**src/rtl/orb_pkg.sv**
```systemverilog
// rtl/orb_pkg.sv - shared state enum and constants for the ORB frame sequencer
package orb_pkg;

  localparam int ORB_NUM_LEVELS = 6;
  localparam int ORB_MASK_BITS  = 32;

  typedef enum logic [2:0] {
    SEQ_IDLE,
    SEQ_RESET,
    SEQ_STREAM,
    SEQ_DRAIN,
    SEQ_DONE
  } seq_state_t;

endpackage

```
**src/rtl/raster_coord_counter.sv**
```systemverilog
// rtl/raster_coord_counter.sv - raster x/y counter with wrap and last-pixel flag
module raster_coord_counter #(
  parameter int COORD_BITS = 10
) (
  input  logic                  clk,
  input  logic                  reset,
  input  logic                  clear,
  input  logic                  advance,
  input  logic [COORD_BITS-1:0] width,
  input  logic [COORD_BITS-1:0] height,
  output logic [COORD_BITS-1:0] x,
  output logic [COORD_BITS-1:0] y,
  output logic                  last
);

  logic [COORD_BITS-1:0] x_q, x_d;
  logic [COORD_BITS-1:0] y_q, y_d;
  logic                  x_end, y_end;

  always_comb begin
    x_end = (x_q == width - COORD_BITS'(1));
    y_end = (y_q == height - COORD_BITS'(1));
    x_d   = x_q;
    y_d   = y_q;
    if (clear) begin
      x_d = '0;
      y_d = '0;
    end else if (advance) begin
      if (x_end) begin
        x_d = '0;
        y_d = y_end ? '0 : y_q + COORD_BITS'(1);
      end else begin
        x_d = x_q + COORD_BITS'(1);
      end
    end
  end

  always_ff @(posedge clk or negedge reset) begin
    if (!reset) begin
      x_q <= '0;
      y_q <= '0;
    end else begin
      x_q <= x_d;
      y_q <= y_d;
    end
  end

  assign x    = x_q;
  assign y    = y_q;
  assign last = x_end & y_end;

endmodule

```
**src/rtl/orb_frame_sequencer.sv**
```systemverilog
// rtl/orb_frame_sequencer.sv - frame start/reset/stream/drain controller for the ORB pipeline
// Optional per-level feature budget is enabled with ORB_SEQ_BUDGET_EN.
module orb_frame_sequencer
  import orb_pkg::*;
#(
  parameter int LUMA_BITS  = 8,
  parameter int COORD_BITS = 10,
  parameter int NUM_LEVELS = ORB_NUM_LEVELS,
  parameter int COUNT_BITS = 16
) (
  input  logic                                clk,
  input  logic                                reset,
  input  logic                                in_start,
  input  logic [COORD_BITS-1:0]               r_width,
  input  logic [COORD_BITS-1:0]               r_height,
  input  logic [COUNT_BITS-1:0]               r_budget,
  input  logic [ORB_MASK_BITS*NUM_LEVELS-1:0] r_masks,
  input  logic                                in_src_valid,
  input  logic [LUMA_BITS-1:0]                in_src_pixel,
  output logic                                out_src_ready,
  output logic                                out_pipe_valid,
  output logic [LUMA_BITS-1:0]                out_pipe_pixel,
  output logic [COORD_BITS-1:0]               out_pipe_x,
  output logic [COORD_BITS-1:0]               out_pipe_y,
  output logic                                out_begin_frame_reset,
  input  logic                                in_frame_reset_complete,
  input  logic                                in_frame_end,
  input  logic [NUM_LEVELS-1:0]               in_corner_count_increments,
  output logic [ORB_MASK_BITS*NUM_LEVELS-1:0] out_masks,
  output logic                                out_busy,
  output logic                                out_frame_done
);

  seq_state_t            state_q, state_d;
  logic [COORD_BITS-1:0] width_q, width_d, height_q, height_d;
  logic                  begin_q, begin_d;
  logic                  sticky_q, sticky_d;
  logic                  pipe_valid_q, pipe_valid_d;
  logic [LUMA_BITS-1:0]  pipe_pixel_q, pipe_pixel_d;
  logic [COORD_BITS-1:0] pipe_x_q, pipe_x_d, pipe_y_q, pipe_y_d;
  logic                  src_ready, beat, clear_frame;
  logic [COORD_BITS-1:0] cur_x, cur_y;
  logic                  cur_last;

  raster_coord_counter #(.COORD_BITS(COORD_BITS)) u_raster (
    .clk     (clk),
    .reset   (reset),
    .clear   (clear_frame),
    .advance (beat),
    .width   (width_q),
    .height  (height_q),
    .x       (cur_x),
    .y       (cur_y),
    .last    (cur_last)
  );

  always_comb begin
    state_d      = state_q;
    width_d      = width_q;
    height_d     = height_q;
    begin_d      = 1'b0;
    sticky_d     = sticky_q;
    clear_frame  = 1'b0;
    src_ready    = (state_q == SEQ_STREAM);
    beat         = src_ready & in_src_valid;
    pipe_valid_d = beat;
    pipe_pixel_d = beat ? in_src_pixel : pipe_pixel_q;
    pipe_x_d     = beat ? cur_x : pipe_x_q;
    pipe_y_d     = beat ? cur_y : pipe_y_q;
    case (state_q)
      SEQ_IDLE: begin
        if (in_start && (r_width != '0) && (r_height != '0)) begin
          width_d     = r_width;
          height_d    = r_height;
          begin_d     = 1'b1;
          sticky_d    = 1'b0;
          clear_frame = 1'b1;
          state_d     = SEQ_RESET;
        end
      end
      // A completion coinciding with our own reset pulse is stale.
      SEQ_RESET:  if (in_frame_reset_complete && !begin_q) state_d = SEQ_STREAM;
      SEQ_STREAM: begin
        if (in_frame_end) sticky_d = 1'b1;
        if (beat && cur_last) state_d = SEQ_DRAIN;
      end
      SEQ_DRAIN:  if (in_frame_end || sticky_q) state_d = SEQ_DONE;
      SEQ_DONE:   state_d = SEQ_IDLE;
      default:    state_d = SEQ_IDLE;
    endcase
  end

  always_ff @(posedge clk or negedge reset) begin
    if (!reset) begin
      state_q      <= SEQ_IDLE;
      width_q      <= '0;
      height_q     <= '0;
      begin_q      <= 1'b0;
      sticky_q     <= 1'b0;
      pipe_valid_q <= 1'b0;
      pipe_pixel_q <= '0;
      pipe_x_q     <= '0;
      pipe_y_q     <= '0;
    end else begin
      state_q      <= state_d;
      width_q      <= width_d;
      height_q     <= height_d;
      begin_q      <= begin_d;
      sticky_q     <= sticky_d;
      pipe_valid_q <= pipe_valid_d;
      pipe_pixel_q <= pipe_pixel_d;
      pipe_x_q     <= pipe_x_d;
      pipe_y_q     <= pipe_y_d;
    end
  end

  assign out_src_ready         = src_ready;
  assign out_pipe_valid        = pipe_valid_q;
  assign out_pipe_pixel        = pipe_pixel_q;
  assign out_pipe_x            = pipe_x_q;
  assign out_pipe_y            = pipe_y_q;
  assign out_begin_frame_reset = begin_q;
  assign out_busy              = (state_q != SEQ_IDLE);
  assign out_frame_done        = (state_q == SEQ_DONE);

`ifdef ORB_SEQ_BUDGET_EN
  logic [COUNT_BITS-1:0]               count_q [NUM_LEVELS];
  logic [COUNT_BITS-1:0]               count_d [NUM_LEVELS];
  logic [ORB_MASK_BITS*NUM_LEVELS-1:0] masks_c;

  always_comb begin
    masks_c = r_masks;
    for (int l = 0; l < NUM_LEVELS; l++) begin
      count_d[l] = count_q[l];
      if (clear_frame) begin
        count_d[l] = '0;
      end else if (in_corner_count_increments[l] && (count_q[l] != '1)) begin
        count_d[l] = count_q[l] + COUNT_BITS'(1);
      end
      if ((r_budget != '0) && (count_q[l] >= r_budget)) begin
        masks_c[l*ORB_MASK_BITS +: ORB_MASK_BITS] = '0;
      end
    end
  end

  always_ff @(posedge clk or negedge reset) begin
    if (!reset) begin
      for (int l = 0; l < NUM_LEVELS; l++) count_q[l] <= '0;
    end else begin
      for (int l = 0; l < NUM_LEVELS; l++) count_q[l] <= count_d[l];
    end
  end

  assign out_masks = masks_c;
`else
  logic unused_budget_inputs;
  assign unused_budget_inputs = ^{in_corner_count_increments, r_budget};
  assign out_masks            = r_masks;
`endif

endmodule

```
**config.mk**
```make
export PLATFORM = sky130hd
export DESIGN_NAME = orb_frame_sequencer
export DESIGN_NICKNAME = d
export VERILOG_FILES = /design/src/rtl/orb_pkg.sv /design/src/rtl/raster_coord_counter.sv /design/src/rtl/orb_frame_sequencer.sv
export SDC_FILE = /design/constraint.sdc
export NUM_CORES = 1
export LEC_CHECK = 0
export CAP_MARGIN = 25
export CORE_AREA = 2 2 184 186
export CTS_CLUSTER_SIZE = 14
export DETAILED_ROUTE_END_ITERATION = 8
export DIE_AREA = 0 0 186 188
export PLACE_DENSITY = 0.56
export SYNTH_ARGS = -nofsm -noshare
export SYNTH_HDL_FRONTEND = slang
export SYNTH_SLANG_ARGS = --single-unit
```
**constraint.sdc**
```tcl
create_clock -name clk -period 3.25 [get_ports clk]
set_input_delay 0.4875 -clock clk [delete_from_list [all_inputs] [get_ports clk]]
set_output_delay 0.4875 -clock clk [all_outputs]
set_load 0.02 [all_outputs]
```
; ---- Word level (Yosys, flattened, before mapping)
; Index checks and enable logic that the tools add are counted.
[word_totals]
register_bits = 74
input_bits = 248
wordCells = 62
output_inout_bits = 225
[classes]
reduce_logical = 17
addsub = 4
n_mux = 17
n_eq_ne = 11
bitwise = 2
[ops]
columns = op, count
row1 = 10-bit two-way mux, 7
row2 = 10-bit by 1-bit adder with 10-bit output (second input constant), 2
row3 = 10-bit equality test, 2
row4 = 10-bit nonzero test, 2
row5 = 10-bit by 1-bit subtractor with 10-bit output (second input constant), 2
row6 = 3-bit two-way mux, 4
row7 = 3-bit one-hot mux with 4 select lines, 1
row8 = 3-bit by 2-bit equality test with 1-bit output (second input constant), 2
row9 = 2-bit inequality test (second input constant), 3
row10 = 2-bit nonzero test, 3
row11 = 1-bit logical AND, 4
row12 = 1-bit two-way mux, 4
row13 = 2-bit by 1-bit inequality test with 1-bit output (second input constant), 2
row14 = 2-bit AND reduction, 2
row15 = 4-bit AND reduction, 1
row16 = 3-bit by 1-bit equality test with 1-bit output (second input constant), 1
row17 = 3-bit equality test (second input constant), 1
row18 = 3-bit logical NOT, 1
row19 = 3-bit AND reduction, 1
row20 = 3-bit nonzero test, 1
row21 = 1-bit AND, 2
row22 = 1-bit one-hot mux with 2 select lines, 1
row23 = 1-bit logical NOT, 1
row24 = 1-bit logical OR, 1

; ---- Longest topological paths before layout
[depth]
depth_word = 7
ltp_mapped = 11

; ---- Cells and area by module
; From an unflattened synthesis, not the netlist that was laid out.
[unflattened]
cells_unflattened = 539
hier_area_um2 = 5405.2
[modules_own_cells]
columns = module, cells_per_inst, instances, area_each_um2
row1 = orb_frame_sequencer, 329, 1, 3641.0
row2 = raster_coord_counter, 210, 1, 1764.2

; ---- Worst setup path before layout
; No wires, ideal clock.
[synth_path]
path_kind = flip-flop to flip-flop
from = register width_q[0]
to = register u_raster.y_q[0], in the netlist u_raster.y[0]
period_less_slack_ns = 2.651
n_path_buf = 2
path_stages_with_launch = 12
path_slack_ns = 0.599
arrival_ns = 2.527
cell_sequence = dfrtp_1 > inv_1 > ha_1 > or4b_4 > or4_1 > nand2_1 > nor2_1 > and4_4 > buf_6 > nor2b_4 > buf_6 > mux2_2
[synth_via]
elab_chain_cells = 4
[synth_lines]
columns = element, line
row1 = from (decl), orb_frame_sequencer.sv:35  ; logic [COORD_BITS-1:0] width_q, width_d, height_q, height_d;
row2 = from (signal assigned), orb_frame_sequencer.sv:106  ; width_q <= width_d;
row3 = 10-bit by 1-bit subtractor with 10-bit output, raster_coord_counter.sv:21  ; x_end = (x_q == width - COORD_BITS'(1));
row4 = 10-bit equality test, raster_coord_counter.sv:21
row5 = 2-bit nonzero test (no source line), -
row6 = 2-bit AND reduction (no source line), -
row7 = to (signal assigned), raster_coord_counter.sv:44  ; y_q <= y_d;
row8 = to (decl), raster_coord_counter.sv:17  ; logic [COORD_BITS-1:0] y_q, y_d;
; No other way between the ends.
; A chain may end at the register's enable or synchronous reset.

; ---- Worst setup path after layout
; Ends and elaborated chain as after synthesis.

==> results.txt <==
The run finished with clean final reports. The tools report the global-route track usage on met2 as 0.122. For the final hold slack, the log shows 225 ps. After global routing, the most crowded layer is met2. The tools report the effective utilization at floorplan as 0.164. The number of different library cells used by synthesis comes to 59.

In this run the vertical extent of the chip is 188 µm. In the post-synthesis netlist, the biggest area contributors are sky130_fd_sc_hd__dfrtp_1 (34%), sky130_fd_sc_hd__buf_4 (27%), sky130_fd_sc_hd__nand2_1 (6.9%). The fraction of layout cells with a size suffix above 1 was 0.134; the total power density per cell area was 723 nW/µm².

The flip-flop and latch count after synthesis was 74; the final design instance area without fill was 5410 µm². The tools report the number of fill cells in the layout as 3708. For flop-to-flop paths, the worst setup slack is 370 ps. For the global-route wire length before repair, the log shows 22100 µm. On the final layout, the worst clock skew is 7.80 ps.

Worst relative slew slack: 0.468. Setup violations remaining at the end of the flow were counted as 0. The count of final max-slew check failures was 0; the die area was 35000 µm². The setup path with the least slack is of type reg2reg. The analysis attributes to net switching a power of 1.50 mW.

The actual slew at the worst max-slew pin is 797 ps, and the final-stage net count is 747. During I/O placement, the number of pins put on the boundary was 473. Cell internal power was estimated by the tool at 2.42 mW.

The run gives 0 as the residual antenna-violating net count after detailed routing. The count of hold buffers inserted by post-cts repair was 0; the total CTS buffers was 9. Endpoint type of the worst setup path: a register. The logs give 3585 for the via count of the first global-routing pass and 0 for the max-cap violation count.

In this run the horizontal extent of the chip is 186 µm. The pre-antenna-repair detailed-routing pass consisted of 4 iterations. 0 antenna diodes ended up in the layout. The logs give 0.0939 for the met1 track demand over resource in global routing and 374 ps for the final worst slack. TritonCTS built the clock tree.

Post-synthesis async set-or-reset flop share: 1.00. Routability-driven placement finished with a final weighted congestion of 0.767. At the worst endpoint, the required time is 3530 ps.

The final-report hold violation count was 0. The type of the most critical hold path is in2async. The number of input and output port buffers inserted was 66. Reg-to-reg critical path startpoint: width_q[0]. The largest total area in the synthesized netlist belongs to sky130_fd_sc_hd__dfrtp_1. The combinational cell fraction of total power was 0.380. During synthesis, Yosys emitted a total of 0 warnings. The proportion of netlist area held by the largest area contributor is 0.342. At the worst endpoint, the arrival time is 3160 ps. The critical path ends at u_raster.y[0]. Synthesis produced 626 cells.

The cell chosen for the clock root is sky130_fd_sc_hd__clkbuf_16. STA classifies the critical path startpoint as a register. The routed design could run at a clock period as short as 2880 ps. For the total track usage, the log shows 0.0848. The switching fraction of total power was 0.383. For the initial antenna violation count, the log shows 1. The synthesized area per cell is 8.66 µm². After global routing the overflow that remains totals 0. For this run, the top clock speed supported by timing is 348 MHz. In the final routed layout, each cell accounts on average for 15.5 µm.

The maximum fanout along the worst path works out to 10. In this run, synthesis inferred 0 flip-flops with an integrated enable. Setup repair after global routing left no endpoint under its margin. Timing analysis after detailed placement gives a worst setup slack of 402 ps.

The worst-case IR drop observed on VDD is 0.222 mV. For this design the static power due to leakage is 2.21 nW. The share of the cycle needed by the critical path after routing came out at 0.885. The area of the mapped netlist came out at 5420 µm². The tree built by TritonCTS fans out to 74 sinks.

Summed over all failing endpoints, the final setup total negative slack is 0 ps. The register area share after synthesis is 0.342, and the area added between synthesis and finish is -0.0924%. The number of DRC markers in iteration 0 was 155. The number of nets handed over by synthesis was 878. Wires add up to 14600 µm.

The total number of vias was 3476; the number of H-tree levels was 3. The met3 usage in global routing is 0.0390. For the buffer depth of the longest clock path, the log shows 2. Clock-pin slew was measured on the worst setup and hold paths at 60 ps. The initialized floorplan defines 67 standard-cell rows.

The clock reaches the later pin of the worst-skew pair after 340 ps. Using the TritonRoute via totals, the vias-per-cell ratio works out to 3.67. Beginning of the critical path: width_q[0].

The maximum number of pins on one net before global-route repair is 58. For this run, the leading register cell type out of synthesis is sky130_fd_sc_hd__dfrtp_1. The post-CTS setup buffer count came out at 0. The final routed DRC violation total was 0; the number of gates resized after cts was 0.

In this run the critical register-to-register path is captured at u_raster.y[0]. Counting cells, the worst reg-to-reg path comes to 9. The tools report the share of power burned in the clock network as 0.242. The run gives 33100 µm² as the area of the core. The tools report the sequential group share of total power as 0.378. Detailed placement finished with a half-perimeter wire length of 11000 µm. The run gives 5140 µm² as the total cell area at the placement stage.
==> per-stage QoR <==
step | instances | util | power (mW)
2_1_floorplan | 626 | - | 2.78
3_3_place_gp | 932 | 0.155 | 2.98
3_5_place_dp | 932 | 0.155 | 3.00
4_1_cts | 947 | 0.163 | 3.99
5_1_grt | 947 | 0.163 | 4.20
6_report | 947 | 0.163 | 3.91
==> layer usage <==
| metal | up-vias | share of wire |
|---|---|---|
| met5 | - | 0.00089 |
| met4 | 2 | 0.074 |
| met3 | 106 | 0.11 |
| met2 | 142 | 0.42 |
| met1 | 1606 | 0.39 |
| li1 | 1620 | - |
==> final cells by class <==
type	instances	area, µm²	share of cell area
Tap cell	448	561	0.104
Clock buffer	10	239	0.0441
Timing Repair Buffer	74	718	0.133
Inverter	14	52.6	0.00971
Clock inverter	5	31.3	0.00578
Sequential cell	74	1850	0.342
Multi-Input combinational cell	322	1960	0.362
==> placed cells by master, fill, tap and decap left out, types with 8 or more instances in the layout <==
master,Yosys,routed
sky130_fd_sc_hd__nor2_1,29,29
sky130_fd_sc_hd__inv_1,12,12
sky130_fd_sc_hd__o22ai_1,8,8
sky130_fd_sc_hd__o21ai_0,16,16
sky130_fd_sc_hd__clkdlybuf4s50_1,0,65
sky130_fd_sc_hd__clkbuf_16,0,9
sky130_fd_sc_hd__xnor2_1,14,14
sky130_fd_sc_hd__nand3_1,22,22
sky130_fd_sc_hd__a21oi_1,8,8
sky130_fd_sc_hd__buf_4,194,9
sky130_fd_sc_hd__nand2_1,99,99
sky130_fd_sc_hd__nor3_1,9,9
sky130_fd_sc_hd__mux2_2,21,21
sky130_fd_sc_hd__xor2_1,11,11
sky130_fd_sc_hd__dfrtp_1,74,74
==> flip-flops by register name (all words and copies together), names as in the netlist, 3 cells and up <==
signal / flops
out_pipe_pixel: 8
height_q: 10
width_q: 10
u_raster.x: 10
state_q: 3
out_pipe_x: 10
u_raster.y: 10
out_pipe_y: 10
==> power groups by stage <==
stage / registers, mW / logic [mW] / clock network [mW]
6_report: 1.48 / 1.48 / 0.947
2_1_floorplan: 1.47 / 1.31 / 0
4_1_cts: 1.48 / 1.52 / 0.990
3_5_place_dp: 1.49 / 1.51 / 0
3_3_place_gp: 1.49 / 1.50 / 0
5_1_grt: 1.53 / 1.66 / 1.01
==> cells in the mapped netlist (all sizes together) (3+ instances only) <==
library cell  number
buf              198
nand2             99
dfrtp             74
nor2              29
nand3             22
mux2              21
clkbuf            18
o21ai             16
xnor2             14
inv               13
xor2              11
nor3               9
a21oi              8
o22ai              8
a31oi              7
a22o               6
or3                6
nor4               5
a211oi             4
a31o               4
ha                 4
nor2b              4
or2                4
a21o               3
mux2i              3
nand2b             3
nand3b             3
nor3b              3
==> worst min-delay path by stage <==
| stage | start | end | cells past startpoint |
|---|---|---|---|
| 6_report | reset | u_raster.y[4] | 1 |
| 5_1_grt | reset | u_raster.y[4] | 1 |
| 4_1_cts | reset | u_raster.y[4] | 1 |
| 3_5_place_dp | out_pipe_pixel[6] | out_pipe_pixel[6] | 2 |
| 3_3_place_gp | out_pipe_pixel[2] | out_pipe_pixel[2] | 2 |
| 2_1_floorplan | reset | height_q[0] | 0 |
==> critical path, cell delays in order, from the launching register on <==
cell and delay, ps:
sky130_fd_sc_hd__dfrtp_1 440, sky130_fd_sc_hd__inv_1 80, sky130_fd_sc_hd__ha_1 290, sky130_fd_sc_hd__or4b_4 520, sky130_fd_sc_hd__nor4b_1 300, sky130_fd_sc_hd__nand2_1 100, sky130_fd_sc_hd__o311ai_2 150, sky130_fd_sc_hd__and4_4 400
sky130_fd_sc_hd__nor2b_4 310, sky130_fd_sc_hd__mux2_2 210
==> kinds of logic after synthesis <==
family	synth area share
AO/OA/AOI/OAI	0.0817
XOR/XNOR	0.0404
adder cells (fa/ha/maj)	0.00924
buffers and inverters	0.296
flip-flops	0.342
multiplexers	0.0492
AND/OR/NAND/NOR	0.181
Note: power is estimated with default switching activity, not from simulation.
